<file path="src/rtl/testador_pkg.sv">
// Shared definitions for the gate tester: op codes, FSM encoding, vector count.
package testador_pkg;

   // Number of input vectors applied per run (a/b = 00, 01, 10, 11).
   localparam int NUM_VEC = 4;

   // Expected-gate selector; 110 and 111 are not assigned and mark an invalid run.
   typedef enum logic [2:0] {
      OP_AND  = 3'b000,
      OP_OR   = 3'b001,
      OP_NAND = 3'b010,
      OP_NOR  = 3'b011,
      OP_XOR  = 3'b100,
      OP_XNOR = 3'b101
   } op_e;

   // Tester sequencing states.
   typedef enum logic [2:0] {
      IDLE     = 3'd0,
      APPLY    = 3'd1,
      SETTLE_W = 3'd2,
      SAMPLE   = 3'd3,
      DONE     = 3'd4
   } state_e;

   // True when the op code names one of the six supported gates.
   function automatic logic op_valid(input logic [2:0] op_i);
      return (op_i <= 3'b101);
   endfunction

endpackage

</file>
<file path="src/rtl/testador_porta_ref.sv">
// Reference gate: expected response for the captured op and the applied a/b.
module porta_ref
   import testador_pkg::*;
(
   input  logic [2:0] op,
   input  logic       a,
   input  logic       b,
   output logic       y_esp
);

   // Evaluate the selected two-input gate; unassigned codes yield 0.
   always_comb begin
      y_esp = 1'b0;
      case (op)
         OP_AND:  y_esp = a & b;
         OP_OR:   y_esp = a | b;
         OP_NAND: y_esp = ~(a & b);
         OP_NOR:  y_esp = ~(a | b);
         OP_XOR:  y_esp = a ^ b;
         OP_XNOR: y_esp = ~(a ^ b);
         default: y_esp = 1'b0;
      endcase
   end

endmodule

</file>
<file path="src/rtl/testador_porta.sv">
// Two-input gate tester: walks the four a/b vectors, lets the DUT settle,
// samples y against a reference gate and reports pass, error count and mask.
module testador_porta
   import testador_pkg::*;
#(
   parameter int SETTLE = 2
)
(
   input  logic       clk,
   input  logic       rst_n,
   input  logic       start,
   input  logic [2:0] op,
   output logic       a,
   output logic       b,
   input  logic       y,
   output logic       busy,
   output logic       done,
   output logic       pass,
   output logic [2:0] err_count,
   output logic [3:0] err_mask
);

   // Last value of the settle counter before moving to SAMPLE.
   localparam logic [3:0] SETTLE_LAST = (SETTLE > 0) ? 4'(SETTLE - 1) : 4'd0;
   localparam logic       SKIP_SETTLE = (SETTLE == 0);
   localparam logic [1:0] IDX_LAST    = 2'(NUM_VEC - 1);

   state_e     state_q, state_d;
   logic [1:0] idx_q, idx_d;
   logic [3:0] cnt_q, cnt_d;
   logic [2:0] op_q, op_d;
   logic       hold_q, hold_d;
   logic       a_q, a_d;
   logic       b_q, b_d;
   logic       busy_q, busy_d;
   logic       done_q, done_d;
   logic       pass_q, pass_d;
   logic [2:0] err_count_q, err_count_d;
   logic [3:0] err_mask_q, err_mask_d;
   logic [1:0] idx_nxt_s;
   logic       y_esp_s;

   assign idx_nxt_s = idx_q + 2'd1;

   porta_ref u_ref (
      .op    (op_q),
      .a     (a_q),
      .b     (b_q),
      .y_esp (y_esp_s)
   );

   // Next-state and next-output computation for the tester sequence.
   always_comb begin
      state_d     = state_q;
      idx_d       = idx_q;
      cnt_d       = cnt_q;
      op_d        = op_q;
      hold_d      = hold_q;
      a_d         = a_q;
      b_d         = b_q;
      busy_d      = busy_q;
      done_d      = 1'b0;
      pass_d      = pass_q;
      err_count_d = err_count_q;
      err_mask_d  = err_mask_q;

      case (state_q)
         IDLE: begin
            a_d   = 1'b0;
            b_d   = 1'b0;
            idx_d = 2'd0;
            cnt_d = 4'd0;
            if (start) begin
               op_d   = op;
               busy_d = 1'b1;
               pass_d = 1'b0;
               if (op_valid(op)) begin
                  // Vector 0 (a=0, b=0) goes out on the accepting edge.
                  err_count_d = 3'd0;
                  err_mask_d  = 4'b0000;
                  hold_d      = 1'b0;
                  state_d     = APPLY;
               end else begin
                  // Invalid op: every vector counts as failed, nothing is applied,
                  // and the verdict is posted after one extra DONE cycle.
                  err_count_d = 3'd4;
                  err_mask_d  = 4'b1111;
                  hold_d      = 1'b1;
                  state_d     = DONE;
               end
            end else begin
               state_d = IDLE;
            end
         end

         APPLY: begin
            cnt_d = 4'd0;
            if (SKIP_SETTLE) begin
               state_d = SAMPLE;
            end else begin
               state_d = SETTLE_W;
            end
         end

         SETTLE_W: begin
            if (cnt_q == SETTLE_LAST) begin
               cnt_d   = 4'd0;
               state_d = SAMPLE;
            end else begin
               cnt_d = cnt_q + 4'd1;
            end
         end

         SAMPLE: begin
            if (y != y_esp_s) begin
               err_count_d       = err_count_q + 3'd1;
               err_mask_d[idx_q] = 1'b1;
            end else begin
               err_count_d = err_count_q;
            end
            if (idx_q == IDX_LAST) begin
               a_d     = 1'b0;
               b_d     = 1'b0;
               hold_d  = 1'b0;
               state_d = DONE;
            end else begin
               idx_d   = idx_nxt_s;
               a_d     = idx_nxt_s[1];
               b_d     = idx_nxt_s[0];
               state_d = APPLY;
            end
         end

         DONE: begin
            a_d = 1'b0;
            b_d = 1'b0;
            if (hold_q) begin
               hold_d = 1'b0;
            end else begin
               busy_d  = 1'b0;
               done_d  = 1'b1;
               pass_d  = (err_count_q == 3'd0) && op_valid(op_q);
               idx_d   = 2'd0;
               state_d = IDLE;
            end
         end

         default: begin
            a_d     = 1'b0;
            b_d     = 1'b0;
            busy_d  = 1'b0;
            hold_d  = 1'b0;
            idx_d   = 2'd0;
            cnt_d   = 4'd0;
            state_d = IDLE;
         end
      endcase
   end

   // State and output registers with synchronous active-low reset.
   always_ff @(posedge clk) begin
      if (!rst_n) begin
         state_q     <= IDLE;
         idx_q       <= 2'd0;
         cnt_q       <= 4'd0;
         op_q        <= 3'b000;
         hold_q      <= 1'b0;
         a_q         <= 1'b0;
         b_q         <= 1'b0;
         busy_q      <= 1'b0;
         done_q      <= 1'b0;
         pass_q      <= 1'b0;
         err_count_q <= 3'd0;
         err_mask_q  <= 4'b0000;
      end else begin
         state_q     <= state_d;
         idx_q       <= idx_d;
         cnt_q       <= cnt_d;
         op_q        <= op_d;
         hold_q      <= hold_d;
         a_q         <= a_d;
         b_q         <= b_d;
         busy_q      <= busy_d;
         done_q      <= done_d;
         pass_q      <= pass_d;
         err_count_q <= err_count_d;
         err_mask_q  <= err_mask_d;
      end
   end

   assign a         = a_q;
   assign b         = b_q;
   assign busy      = busy_q;
   assign done      = done_q;
   assign pass      = pass_q;
   assign err_count = err_count_q;
   assign err_mask  = err_mask_q;

endmodule

</file>
<file path="config.mk">
export PLATFORM = sky130hd
export DESIGN_NAME = testador_porta
export DESIGN_NICKNAME = d
export VERILOG_FILES = /design/src/rtl/testador_pkg.sv /design/src/rtl/testador_porta_ref.sv /design/src/rtl/testador_porta.sv
export SDC_FILE = /design/constraint.sdc
export NUM_CORES = 1
export LEC_CHECK = 0
export ABC_AREA = 0
export CAP_MARGIN = 15
export CELL_PAD_IN_SITES_DETAIL_PLACEMENT = 0
export CELL_PAD_IN_SITES_GLOBAL_PLACEMENT = 1
export CORE_ASPECT_RATIO = 1.2
export CORE_UTILIZATION = 43
export DETAILED_ROUTE_END_ITERATION = 10
export GPL_ROUTABILITY_DRIVEN = 1
export GPL_TIMING_DRIVEN = 1
export PLACE_DENSITY_LB_ADDON = 0.1
export RECOVER_POWER = 25
export SLEW_MARGIN = 20
export SYNTH_ARGS = -nofsm -noshare
export SYNTH_HDL_FRONTEND = slang
export SYNTH_SLANG_ARGS = --single-unit
</file>
<file path="constraint.sdc">
create_clock -name clk -period 5.9 [get_ports clk]
set_input_delay 0.59 -clock clk [delete_from_list [all_inputs] [get_ports clk]]
set_output_delay 0.59 -clock clk [all_outputs]
set_load 0.005 [all_outputs]
</file>
==> results.cfg, run 1 <==
[worst_setup_path]
cp-end-kind = flip-flop
r2r_setup_slack_ns = 3.51
startpoint_type = flip-flop
critPathMaxStageDelay_ns = 0.57
cp_max_fo = 12
arr_time_crit_path_ns = 2.59
critical_path_type = reg -> reg
crit_path_frequent_cell = sky130_fd_sc_hd__nor2_1
crit_chain = nor2_1, nand2_1, nor2_1, a21boi_0, a21oi_1, a32oi_1
cp.required_ns = 6.11
critical_path.slowest_cell = sky130_fd_sc_hd__nor2_1
rr_worst_depth = 6

[final_layout]
n_antenna_cell = 0
mostFrequentLayoutCells = sky130_fd_sc_hd__dfxtp_1 (25), sky130_fd_sc_hd__nand2_1 (22), sky130_fd_sc_hd__nor2_1 (18), sky130_fd_sc_hd__clkdlybuf4s50_1 (17), sky130_fd_sc_hd__ha_1 (10)
design.final.nets = 191
utilization = 0.535
syn_to_final_growth_pct = 14.8
final.fill_count = 278
non_filler_instances = 207
final_common_cell = sky130_fd_sc_hd__dfxtp_1
drive_above_1_share = 0.0405

[synth]
yosys.area.top_type_share = 0.375
syn-mean-instance-area_um2 = 8.45
synth.area.top_cells = sky130_fd_sc_hd__dfxtp_1 (37%), sky130_fd_sc_hd__ha_1 (9.4%), sky130_fd_sc_hd__nand2_1 (6.2%), sky130_fd_sc_hd__nor2_1 (5.1%), sky130_fd_sc_hd__a21boi_0 (3.9%)
synth_fp_nets = 175
syn_warnings = 0
synth.yosys.seq_area_share = 0.375
synth_seq_cells = 25
yosysTopAreaCell = sky130_fd_sc_hd__dfxtp_1
synth.cell_area_um2 = 1340
postSynthCellCount = 158
post_synth_num_cell_types = 39

[floorplan]
die-area_um2 = 3330
pin_count = 19
fp.dieW_um = 52.9
fp-row-count = 21
initial_utilization = 0.466
dieHeight_um = 63.0
fp.coreArea_um2 = 2860

[grt]
first_pass_grt_wire_length_mm = 4.57
global_route_usage_over_all_layers = 0.179
global_route.usage.met2 = 0.305
largest_net_degree_at_the_start_of_global_routing = 19
first_global_vias = 1078
gr-usage-met3 = 0.0243
gr-usage-met1 = 0.222
grt_remaining_overflow = 0
number_of_antenna_violations_at_the_first_check_in_global_routing = 0
global_route.peak_usage_layer = met2

[clock_tree]
cts_tree = yes
postCtsSetupRepairBufs = 0
cts.repair.resized = 0
clockRootBuffer = sky130_fd_sc_hd__clkbuf_4
clk_transition_reported_paths_ns = 0.13
cts_buffers = 3
h_tree_levels = 1
ctsHoldBuffers = 0
total_clock_sinks = 25
clock_latency_ns = 0.31
clockBufferDepth = 2

[routing]
wire_per_inst_um = 12.9
avgViaCountPerCell = 5.37
drt_first_pass_iters = 4
drt_iter0_markers = 27
remaining_drc_errors = 0
route.final.wire_length_mm = 2.67
via_count = 1112
postRouteAntennaNets = 0

[sta]
max_freq_mhz = 419
setup_ws_ns = 3.51
final_skew_ns = 0.00612
tightest_slew_ns = 0.723
period_minus_slack_ns = 2.39
hold_violations = 0
setup_repair_after_global_routing_missed_its_margin = no
number_of_failing_setup_endpoints_in_the_final_timing_report = 0
max-slew-margin-rel = 0.516
fin_setup_tns_ns = 0
finalHoldWorstSlack_ns = 0.503
timing.final.crit_share = 0.404
slew_viol_final = 0

[power_and_ir_drop]
leakage_nw = 0.588
worst_ir_drop_vdd_uv = 160
power-per-cell-area_nw_per_um2 = 245

[place]
gpl.final_weighted_congestion = 0.744
dp_cells = 203
dp_hpwl_mm = 2.06
detailedPlace.worstSlack_ns = 3.33
port_buffers = 18

[run_status]
status = finished, final reports clean

[worst_hold_path]
hold-path-cell-count = 2
worst_hold_path_type = reg -> reg

[run]
max_cap_viol_count = 0
worst max-delay path: cells and delay by family (launching register included):
| family | cells | cell delay [ns] |
|---|---|---|
| flops | 1 | 0.42 |
| compound gates | 3 | 0.77 |
| simple gates | 3 | 1.10 |
per-layer routing:
metal	routed length, um	up-vias
met5	0	-
met1	1280	521
met4	32	0
li1	-	573
met3	70	4
met2	1290	14
kinds of logic after synthesis:
| kind of cell | after synthesis | share of synthesized area |
|---|---|---|
| mux | 1 | 0.00750 |
| xor+xnor | 5 | 0.0328 |
| compound gates | 30 | 0.159 |
| buf+inv | 16 | 0.0637 |
| simple gates | 71 | 0.268 |
| flops | 25 | 0.375 |
| fa+ha+maj | 10 | 0.0937 |
Yosys cell counts, drive strengths merged:
cell type / instances
or2: 1
a31oi: 1
o211a: 2
dfxtp: 25
nand2b: 2
nand2: 22
inv: 9
ha: 10
a211oi: 1
o211ai: 2
and2: 3
or3: 2
a32oi: 2
xor2: 3
o21ai: 2
xnor2: 2
nor2: 18
nand3: 6
or4: 1
nor3: 9
nand4b: 2
clkbuf: 3
buf: 4
mux2i: 1
a22oi: 1
a21oi: 6
nor2b: 2
nand4: 1
o31ai: 4
a21boi: 8
o31a: 1
nor4: 2
sequential cells by signal, summed over array words and instances, names as in the netlist:
name       flops
err_mask       4
done           1
cnt_q          4
busy           1
state_q        3
err_count      3
idx_q          2
b              1
hold_q         1
a              1
pass           1
op_q           3
path summary, 6_finish.rpt:
| kind | startpoint | end |
|---|---|---|
| worst min-delay path | a$_SDFFE_PN0N_ | a$_SDFFE_PN0N_ |
| worst max register to register | state_q[0]$_SDFFE_PN0P_ | err_count[2]$_SDFFE_PN0P_ |
| worst max-delay path | state_q[0]$_SDFFE_PN0P_ | err_count[2]$_SDFFE_PN0P_ |
| worst min register to register | a$_SDFFE_PN0N_ | a$_SDFFE_PN0N_ |
final cells by class:
class	instances	area (um2)	share of cell area
clock buffers	4	26.3	0.0171
inverters	9	33.8	0.0220
multi-input cells	117	749	0.489
flip-flops and latches	25	500	0.327
well taps	34	42.5	0.0278
repair buffers	18	180	0.118
stage by stage:
stage	area (um2)	total power, mW
2_1_floorplan	1340	0.269
3_3_place_gp	1510	0.302
3_5_place_dp	1510	0.304
4_1_cts	1530	0.380
5_1_grt	1530	0.397
6_report	1530	0.375
where the power goes:
part           leakage, nW  switching, mW  total, mW  internal (mW)
clock network       0.0150         0.0480     0.0745         0.0264
registers            0.204         0.0207      0.206          0.186
logic                0.370         0.0475     0.0945         0.0471
total                0.588          0.116      0.375          0.259
No activity file was read; power rests on OpenSTA's default activity.
==> run 2: changes to the inputs <==
--- a/config.mk
+++ b/config.mk
@@ -10,7 +10,7 @@
 export CELL_PAD_IN_SITES_DETAIL_PLACEMENT = 0
 export CELL_PAD_IN_SITES_GLOBAL_PLACEMENT = 1
 export CORE_ASPECT_RATIO = 1.2
-export CORE_UTILIZATION = 43
+export CORE_UTILIZATION = 36
 export DETAILED_ROUTE_END_ITERATION = 10
 export GPL_ROUTABILITY_DRIVEN = 1
 export GPL_TIMING_DRIVEN = 1
==> constraint.sdc (replaced) <==
create_clock -name clk -period 2 [get_ports clk]
set_input_delay 0.2 -clock clk [delete_from_list [all_inputs] [get_ports clk]]
set_output_delay 0.2 -clock clk [all_outputs]
set_load 0.005 [all_outputs]
==> results.cfg, run 2 (synthesized netlist as in run 1, its figures left out) <==
[place]
placed_cell_area_um2 = 1570
port_buffers = 18
gpl.final_weighted_congestion = 0.767
dp_hpwl_mm = 2.18
dp_cells = 214

[grt]
first_pass_grt_wire_length_mm = 5.01
number_of_antenna_violations_at_the_first_check_in_global_routing = 0
first_global_vias = 1132
largest_net_degree_at_the_start_of_global_routing = 18
global_route_usage_over_all_layers = 0.168
grt_remaining_overflow = 0

[floorplan]
initial_utilization = 0.387
dieHeight_um = 68.7
pin_count = 19
die-area_um2 = 3960
fp.dieW_um = 57.6
fp-row-count = 23
fp.coreArea_um2 = 3450

[routing]
via_count = 1115
route.final.wire_length_mm = 2.89
drt_iter0_markers = 52
remaining_drc_errors = 1
drt_first_pass_iters = 7
postRouteAntennaNets = 0
avgViaCountPerCell = 5.11
wire_per_inst_um = 13.3

[run_status]
violations = design-rule violations
status = finished, violations left

[worst_setup_path]
r2r_setup_slack_ns = 0.06
timing.rr.end = err_count[0]$_SDFFE_PN0P_
cp_max_fo = 5
origin_of_the_critical_flop_to_flop_path = a$_SDFFE_PN0N_
startpoint_type = flip-flop
arr_time_crit_path_ns = 2.14
rr_worst_depth = 8
critical_path_type = reg -> reg
cp.required_ns = 2.20
cp-end-kind = flip-flop

[run]
max_cap_viol_count = 0

[final_layout]
final.fill_count = 362
final_cell_area_um2 = 1660
drive_above_1_share = 0.110
utilization = 0.481
mostFrequentLayoutCells = sky130_fd_sc_hd__dfxtp_1 (24), sky130_fd_sc_hd__nand2_1 (22), sky130_fd_sc_hd__nor2_1 (17), sky130_fd_sc_hd__clkdlybuf4s50_1 (14), sky130_fd_sc_hd__ha_1 (10)
final_common_cell = sky130_fd_sc_hd__dfxtp_1
syn_to_final_growth_pct = 24.4
design.final.nets = 199
n_antenna_cell = 0
non_filler_instances = 218

[sta]
max_freq_mhz = 516
setup_repair_after_global_routing_missed_its_margin = yes
finalHoldWorstSlack_ns = 0.492
tightest_slew_ns = 0.752
timing.final.crit_share = 0.968
max-slew-margin-rel = 0.494
slew_viol_final = 0
period_minus_slack_ns = 1.94
final_skew_ns = 0.00369
hold_violations = 0
number_of_failing_setup_endpoints_in_the_final_timing_report = 0

[clock_tree]
ctsHoldBuffers = 0
h_tree_levels = 1
cts_tree = yes
total_clock_sinks = 25
clock_latency_ns = 0.27
postCtsSetupRepairBufs = 0
cts.repair.resized = 0
clockBufferDepth = 2
cts_buffers = 3
clk_transition_reported_paths_ns = 0.09
clockRootBuffer = sky130_fd_sc_hd__clkbuf_8

[power_and_ir_drop]
worst_ir_drop_vdd_uv = 291
leakage_nw = 0.648
power-per-cell-area_nw_per_um2 = 736

[worst_hold_path]
min-delay-start = op[0]
hold_path_end = op_q[0]$_SDFFE_PN0P_
worst_hold_path_type = in -> reg
hold-path-cell-count = 3
run 2: per-layer routing:
layer  GRT usage  vias to the layer above  wire length, um
li1            -                      588                -
met1       0.192                      506             1380
met2       0.299                       17             1390
met3      0.0317                        4               81
met4      0.0854                        0               48
met5           0                        -                0
run 2: report_power, final:
part | leakage (nW) | internal, mW | total [mW] | switching, mW
registers | 0.204 | 0.547 | 0.600 | 0.0533
clock network | 0.0228 | 0.142 | 0.300 | 0.157
logic | 0.421 | 0.159 | 0.321 | 0.162
total | 0.648 | 0.849 | 1.22 | 0.373
run 2: worst max-delay path, stage by stage, from the launching register on:
cell and delay [ns]:
sky130_fd_sc_hd__dfxtp_2 0.33, sky130_fd_sc_hd__inv_1 0.04, sky130_fd_sc_hd__ha_1 0.18, sky130_fd_sc_hd__and2_4 0.17
sky130_fd_sc_hd__o211a_4 0.24, sky130_fd_sc_hd__nor4_4 0.33, sky130_fd_sc_hd__nor3_4 0.10, sky130_fd_sc_hd__or3_1 0.36
sky130_fd_sc_hd__a21boi_1 0.13
run 2: area by class of cell:
cell class / count / area, um2 / share of cell area
tap: 37 / 46.3 / 0.0279
clock buffer: 4 / 45.0 / 0.0271
multi-input combinational: 117 / 801 / 0.482
timing repair buffer: 26 / 233 / 0.140
inverter: 9 / 33.8 / 0.0203
sequential: 25 / 502 / 0.302
run 2: through the flow:
| stage | total power [mW] | TNS, ns | setup slack, ns |
|---|---|---|---|
| CTS | 1.23 | 0 | 0.0121 |
| global route | 1.31 | -0.0301 | -0.0301 |
| global placement | 0.925 | 0 | 0.0803 |
| finish | 1.22 | 0 | 0.0633 |
| detailed placement | 0.923 | 0 | 0.0338 |
| floorplan | 0.793 | 0 | 0.0827 |
run 2: worst max path at each step:
stage,start,to,slack [ns]
finish,a$_SDFFE_PN0N_,err_count[0]$_SDFFE_PN0P_,0.06
global route,a$_SDFFE_PN0N_,err_count[0]$_SDFFE_PN0P_,-0.03
CTS,a$_SDFFE_PN0N_,err_count[0]$_SDFFE_PN0P_,0.01
detailed placement,a$_SDFFE_PN0N_,err_count[0]$_SDFFE_PN0P_,0.03
global placement,a$_SDFFE_PN0N_,err_count[0]$_SDFFE_PN0P_,0.08
floorplan,a$_SDFFE_PN0N_,err_count[0]$_SDFFE_PN0P_,0.08
